**config.mk**
```make
export PLATFORM = sky130hd
export DESIGN_NAME = intr_controller
export DESIGN_NICKNAME = d
export VERILOG_FILES = /design/src/rtl/intr_controller.sv
export SDC_FILE = /design/constraint.sdc
export NUM_CORES = 1
export LEC_CHECK = 0
export ABC_AREA = 1
export BUFFER_PORTS_ARGS = -buffer_cell sky130_fd_sc_hd__buf_2
export CAP_MARGIN = 10
export CORE_UTILIZATION = 48
export CTS_CLUSTER_DIAMETER = 40
export DETAILED_ROUTE_END_ITERATION = 10
export PLACE_DENSITY = 0.78
export SYNTH_ARGS = -nofsm -noshare
export SYNTH_HDL_FRONTEND = slang
export SYNTH_SLANG_ARGS = --single-unit
export TNS_END_PERCENT = 5
```
**constraint.sdc**
```tcl
create_clock -name CLK -period 0.95 [get_ports CLK]
set_input_delay 0.0475 -clock CLK [delete_from_list [all_inputs] [get_ports CLK]]
set_output_delay 0.0475 -clock CLK [all_outputs]
set_load 0.01 [all_outputs]
```
**src/rtl/intr_controller.sv**
```systemverilog
// Interrupt arbiter: synchronises IRQ lines into pending bits and presents one
// lowest-index, masked, globally-enabled request to the control unit until it is acked.
module intr_controller #(
  parameter int N_SRC       = 8,
  parameter int ID_W        = 3,
  parameter int SYNC_STAGES = 2
) (
  input  logic             CLK,
  input  logic             RESET,
  input  logic [N_SRC-1:0] IRQ,
  input  logic             MASK_WE,
  input  logic [N_SRC-1:0] MASK_DIN,
  input  logic             I_SET,
  input  logic             I_CLR,
  input  logic             INTR_ACK,
  input  logic             INTR_RET,
  output logic             INTR,
  output logic [ID_W-1:0]  INTR_ID,
  output logic             IE,
  output logic [N_SRC-1:0] PENDING,
  output logic             IN_SERVICE
);

  typedef enum logic [1:0] {ST_IDLE, ST_REQ, ST_SERVICE} state_t;

  state_t           state, state_nxt;
  logic [N_SRC-1:0] sync_q [SYNC_STAGES];
  logic [N_SRC-1:0] prev_q;
  logic [N_SRC-1:0] rise_q;
  logic [N_SRC-1:0] mask_q;
  logic [N_SRC-1:0] eligible;
  logic [N_SRC-1:0] clr_vec;
  logic [ID_W-1:0]  lowest_id;
  logic [ID_W-1:0]  id_nxt;
  logic             ack_take;
  logic             ie_nxt;

  // Edge detection is registered so a rise reaches PENDING SYNC_STAGES+1 edges after sampling.
  always_ff @(posedge CLK) begin
    if (RESET) begin
      for (int s = 0; s < SYNC_STAGES; s++) sync_q[s] <= '0;
      prev_q <= '0;
      rise_q <= '0;
    end else begin
      sync_q[0] <= IRQ;
      for (int s = 1; s < SYNC_STAGES; s++) sync_q[s] <= sync_q[s-1];
      prev_q <= sync_q[SYNC_STAGES-1];
      rise_q <= sync_q[SYNC_STAGES-1] & ~prev_q;
    end
  end

  always_comb begin
    eligible  = PENDING & mask_q;
    lowest_id = '0;
    for (int i = N_SRC - 1; i >= 0; i--) begin
      if (eligible[i]) lowest_id = ID_W'(i);
    end
  end

  always_comb begin
    state_nxt = state;
    id_nxt    = INTR_ID;
    ack_take  = INTR_ACK && (state == ST_REQ);
    case (state)
      ST_IDLE: begin
        if (IE && |eligible) begin
          state_nxt = ST_REQ;
          id_nxt    = lowest_id;
        end
      end
      ST_REQ: begin
        // Ack takes precedence over a retract caused by IE drop or masking.
        if (INTR_ACK)                     state_nxt = ST_SERVICE;
        else if (!IE || !mask_q[INTR_ID]) state_nxt = ST_IDLE;
      end
      ST_SERVICE: begin
        if (INTR_RET) state_nxt = ST_IDLE;
      end
      default: state_nxt = ST_IDLE;
    endcase
  end

  always_comb begin
    clr_vec = ack_take ? ({{(N_SRC-1){1'b0}}, 1'b1} << INTR_ID) : '0;
    ie_nxt  = IE;
    if (ack_take || I_CLR) ie_nxt = 1'b0;
    else if (I_SET)        ie_nxt = 1'b1;
  end

  always_ff @(posedge CLK) begin
    if (RESET) begin
      state      <= ST_IDLE;
      mask_q     <= '0;
      PENDING    <= '0;
      IE         <= 1'b0;
      INTR       <= 1'b0;
      INTR_ID    <= '0;
      IN_SERVICE <= 1'b0;
    end else begin
      state      <= state_nxt;
      if (MASK_WE) mask_q <= MASK_DIN;
      PENDING    <= (PENDING & ~clr_vec) | rise_q;
      IE         <= ie_nxt;
      INTR       <= (state_nxt == ST_REQ);
      INTR_ID    <= id_nxt;
      IN_SERVICE <= (state_nxt == ST_SERVICE);
    end
  end

endmodule
```
Word-level counts from Yosys, hierarchy flattened
Memories as Yosys holds them, arrays and structs flattened.
Index checks and enable logic that the tools add are counted.
{ "totals": {"ff_bits": 40, "ram_bits": 16, "input_bits": 23, "out_inout_bits": 14, "mem_count": 1} }
{ "classes": {"magnitude_cmp": 1, "eq_ne": 4, "shift": 1, "muxes": 21, "bitwise_logic": 8, "n_reduce_logical": 10} }
{ "mem_list": {"columns": ["name", "depth", "width", "read_ports", "rd_ports_with_merged_regs", "wr", "line", "rtl"], "rows": [
  ["sync_q", 2, 8, 2, 0, 2, "27", "logic [N_SRC-1:0] sync_q [SYNC_STAGES];"]
]} }
{ "op_table": {"columns": ["op", "count"], "rows": [
  ["8-bit bitwise AND", 3],
  ["3-bit 2-to-1 mux", 8],
  ["8-bit 2-to-1 mux", 3],
  ["8-bit NOT", 2],
  ["2-bit 2-to-1 mux", 4],
  ["8-bit bitwise OR", 1],
  ["8-bit OR reduction", 1],
  ["1-bit by 3-bit << shifter with 8-bit output (first input constant)", 1],
  ["2-bit case mux with 3 select lines", 1],
  ["2-bit by 1-bit == test with 1-bit output (second input constant)", 2],
  ["2-bit == test (second input constant)", 2],
  ["3-bit by 4-bit < comparator with 1-bit output (second input constant)", 1],
  ["1-bit 2-to-1 mux", 4],
  ["1-bit binary-select mux with 3-bit select", 1],
  ["1-bit logical AND", 2],
  ["1-bit zero test", 2],
  ["2-bit zero test", 1],
  ["1-bit logical OR", 2],
  ["1-bit bitwise OR", 2],
  ["2-bit AND reduction", 1],
  ["2-bit OR reduction", 1]
]} }

Logic depth before layout (Yosys ltp)
{ "logic_depth": {"ltp_word": 9, "depth_mapped": 10, "depth_no_buf": 10} }

Least setup slack after synthesis
OpenSTA, ideal clock, no wires.
{ "synth_timing": {"path_kind": "register to register", "from": "register PENDING[2]", "to": "register INTR_ID[1]", "setup_ns": 0.128, "t_arrival_ns": 0.971, "t_required_ns": 0.822, "setup_slack_ns": -0.148, "path_stages_with_launch": 7, "path_cell_list": "dfxtp_1 > nand2_1 > nand4_2 > o21ai_4 > nand2_1 > o21ai_1 > nor2_1"} }
{ "synth_via": {"elab_chain_len": 4} }
{ "synth_rtl": {"columns": ["item", "line", "rtl"], "rows": [
  ["from (decl)", "20", "output logic [N_SRC-1:0] PENDING,"],
  ["from (signal assigned)", "102", "PENDING <= (PENDING & ~clr_vec) | rise_q;"],
  ["8-bit bitwise AND (*)", "53", "eligible = PENDING & mask_q;"],
  ["8-bit OR reduction / 3-bit 2-to-1 mux (equally long branches)", "66, 56", null],
  ["1-bit logical AND / 3-bit 2-to-1 mux (equally long branches)", "66, 56", null],
  ["2-bit AND reduction (no source line) / 3-bit 2-to-1 mux (equally long branches)", null, null],
  ["to (signal assigned)", "105", "INTR_ID <= id_nxt;"],
  ["to (decl)", "18", "output logic [ID_W-1:0] INTR_ID,"]
]} }
Mark *: on every way between the ends. The rest lies on a longest branch, timed or not.
A chain may end at the register's enable or synchronous reset.

Worst setup path in the final report
{ "layout_timing": {"from": "register state[1]", "to": "register INTR_ID[0]"} }
{ "layout_via": {"elab_chain_len": 2} }
{ "layout_rtl": {"columns": ["item", "line", "rtl"], "rows": [
  ["from (decl)", "26", "state_t state, state_nxt;"],
  ["from (signal assigned)", "100", "state <= state_nxt;"],
  ["2-bit zero test", "64", "case (state)"],
  ["2-bit AND reduction (no source line)", null, null]
]} }
No other way between the ends.

==> summary.txt <==
Outcome
  • Status: complete, but fails checks
  • Failing checks: hold timing, setup timing

GRT
  • Vias in the first global route: between 1,500 and 2,000
  • Largest net degree at the start of global routing: 36
  • Grt total ovfl: 0
  • GR Util met2: roughly 41%
  • GR peak layer: met2
  • GR Util met1: about a quarter
  • Tot GR Track Use: 22.6%
  • Grt met3 use: about 4.3%
  • First-pass GRT wire length: just over 7000 µm
  • Initial antenna violation count: 0

Clock tree
  • Root Buffer: clkbuf_8
  • Worst-skew pair later-pin latency: roughly 0.31 ns
  • Total clock sinks: between 50 and 60
  • Max Root-Sink Buffers: 2
  • H-tree depth: 2
  • Reg clk slew, reported paths: 0.10 ns
  • Num CTS Buffers: 5
  • CTS tree: yes

STA
  • Min Clock Period, post-route: ~1.1 ns
  • RSZ-0062 raised after global routing: yes
  • Final setup viols: 14
  • Slew Viols, Final: 0
  • Layout Skew: roughly 0.0095 ns
  • Slew margin rel.: around four fifths
  • Worst Tran Pin Value: roughly 0.32 ns
  • Max Clock Freq: 887 MHz
  • Min setup slack post-route: -0.177 ns
  • Final TNS setup: -1.32 ns
  • Hold WS: -0.00206 ns
  • Part of the cycle the worst path needs: 119%
  • Fin. Hold Viols: 1

Place
  • Port bufs: 36
  • HPWL after detailed placement: between 3000 and 4000 µm
  • Dpl cell area: 0.00246 mm²
  • Placer Congestion: between 0.9 and 1

Synthesis
  • Share of Yosys cell area claimed by the top area cell type: a little under three fifths
  • Synth Register Bits: 56
  • Number of synthesized flops with an enable pin: 0
  • Seq/Total Area, Yosys: ~57%
  • Yosys cell types: 24
  • Synthesized netlist cell count: roughly 240
  • Syn Area/Cell: roughly 8 µm²
  • Most frequent cells after synthesis: 56 x dfxtp_1, 44 x nor2_1, 43 x inv_1
  • Post-synth net total: ~260
  • Ys flop type: dfxtp_1
  • Synthesized area: 0.00197 mm²
  • Asr flop ratio synth: 0%
  • Ys Warns: 0
  • Yosys top cell by area: dfxtp_1
  • Top-count cell post-synth: dfxtp_1
  • Synth area leaders: dfxtp_1 57%, nor2_1 8.4%, inv_1 8.2%, nand2_1 5.5%, a21oi_1 4.8%

Pwr
  • Pwr Density: approximately 1400 mW/mm²
  • Worst VDD drop: between 1 and 1.5 mV
  • Lkg Pwr: about 0.0013 µW

Setup path
  • Critical-path maximum fanout: 7
  • Endpoint class of the critical path: register
  • Critical Path RT: 1.20 ns
  • Critical path class: reg -> reg
  • CP Data Arrival Time: about 1.4 ns
  • Startpoint type of the worst setup path: register

Job
  • Max-cap viol count: 0

Floorplanning
  • # rows: 22
  • Die height: roughly 66 µm
  • I/O pin cnt: 37
  • Die Width: 66.0 µm
  • Initial Utilization: 51.8%
  • DIE AREA: 0.00436 mm²
  • Core Area: 0.00380 mm²

Cells and area
  • Fillers: ~260
  • Fin area: 0.00289 mm²
  • Area Growth Syn to Fin: 46.8%
  • Antenna Cells: 0
  • Share of cells above drive strength 1: between 30% and 40%
  • Final #Nets: about 350

Worst hold path
  • Min-delay worst type: in -> reg

Route
  • Post-route ant nets: 0
  • Final WL: about 4700 µm
  • Via count: between 1,500 and 2,000
  • Wire per inst: approximately 13 µm
  • Detailed Route Iter0 Violations: 43
  • DRC: 0
  • Via-per-instance ratio: ~4.8
  • First-pass DRT Iterations: 4
[worst paths after layout]
path	startpoint	to	slack, ns	cells past startpoint
max	state[1]$_SDFF_PP0_	INTR_ID[0]$_SDFFE_PP0P_	-0.18	6
min reg2reg	prev_q[2]$_SDFF_PP0_	rise_q[2]$_SDFF_PP0_	0.40	1
max reg2reg	state[1]$_SDFF_PP0_	INTR_ID[0]$_SDFFE_PP0P_	-0.18	6
min	MASK_DIN[0]	mask_q[0]$_SDFFE_PP0P_	-0.002	3
[kinds of logic after synthesis]
kind of cell | synth area share, %
AND/OR/NAND/NOR | 21.6
buffers and inverters | 10.2
AO/OA/AOI/OAI | 11.2
flip-flops | 57.0
[flip-flops by register name, summed over array words and instances, names as in the netlist]
| name | cells |
|---|---|
| IE | 1 |
| INTR | 1 |
| INTR_ID | 3 |
| IN_SERVICE | 1 |
| PENDING | 8 |
| mask_q | 8 |
| prev_q | 8 |
| rise_q | 8 |
| state | 2 |
| sync_q | 16 |
[cell type report]
cell class | instances | area [µm²] | share of cell area (%)
Clock inverter | 2 | 16.3 | 0.563
Inverter | 46 | 175 | 6.07
Clock buffer | 6 | 72.6 | 2.51
Sequential cell | 56 | 1150 | 39.7
Tap cell | 48 | 60.1 | 2.08
Timing Repair Buffer | 84 | 677 | 23.4
Multi-Input combinational cell | 131 | 739 | 25.6
[worst max-delay path, stage by stage, from the launching register on]
cell and delay, ns:
dfxtp_2 0.34, buf_6 0.12, nor3_4 0.24, o21ai_4 0.13, nand2_1 0.08, nand2_1 0.06
a21oi_2 0.10
[report_power, final]
part / internal, µW / total [µW] / switching (µW) / leakage, µW
sequential: 2440 / 2490 / 49.4 / 0.000467
clock: 526 / 1260 / 739 / 0.0000414
combinational: 221 / 432 / 211 / 0.000838
[through the flow]
stage	total power [µW]	util [%]	setup slack (ns)	std cells	hold WS (ns)
2_1_floorplan	2700	-	-0.104	239	0.117
3_3_place_gp	2860	64.9	-0.158	351	0.220
3_5_place_dp	2870	64.9	-0.180	351	0.217
4_1_cts	4150	72.1	-0.170	372	0.00509
5_1_grt	4380	76.0	-0.247	373	0.0228
6_report	4180	76.0	-0.177	373	-0.00206
[routing by layer]
metal,wire (µm),vias to the layer above
met4,124,0
met5,0,-
li1,-,905
met3,222,15
met1,1980,789
met2,2370,69
[layout by cell type (no fill, tap or decap), types with 13 or more instances in the layout]
master and count:
buf_2 26, nand2_1 20, buf_6 21, a21oi_1 17
dlygate4sd3_1 13, inv_1 43, dfxtp_1 39, nor2_1 42
dfxtp_2 15, buf_4 24
[timing repair]
| item | CTS | global route |
|---|---|---|
| buffers inserted | 0 | 1 |
| hold buffers | 13 | 0 |
| setup endpoints to repair | 20 | 24 |
| endpoints found under the hold margin | 13 | 0 |
| pin swaps | 3 | 9 |
| gates resized for setup | 15 | 36 |
Note: power is estimated with default switching activity, not from simulation.
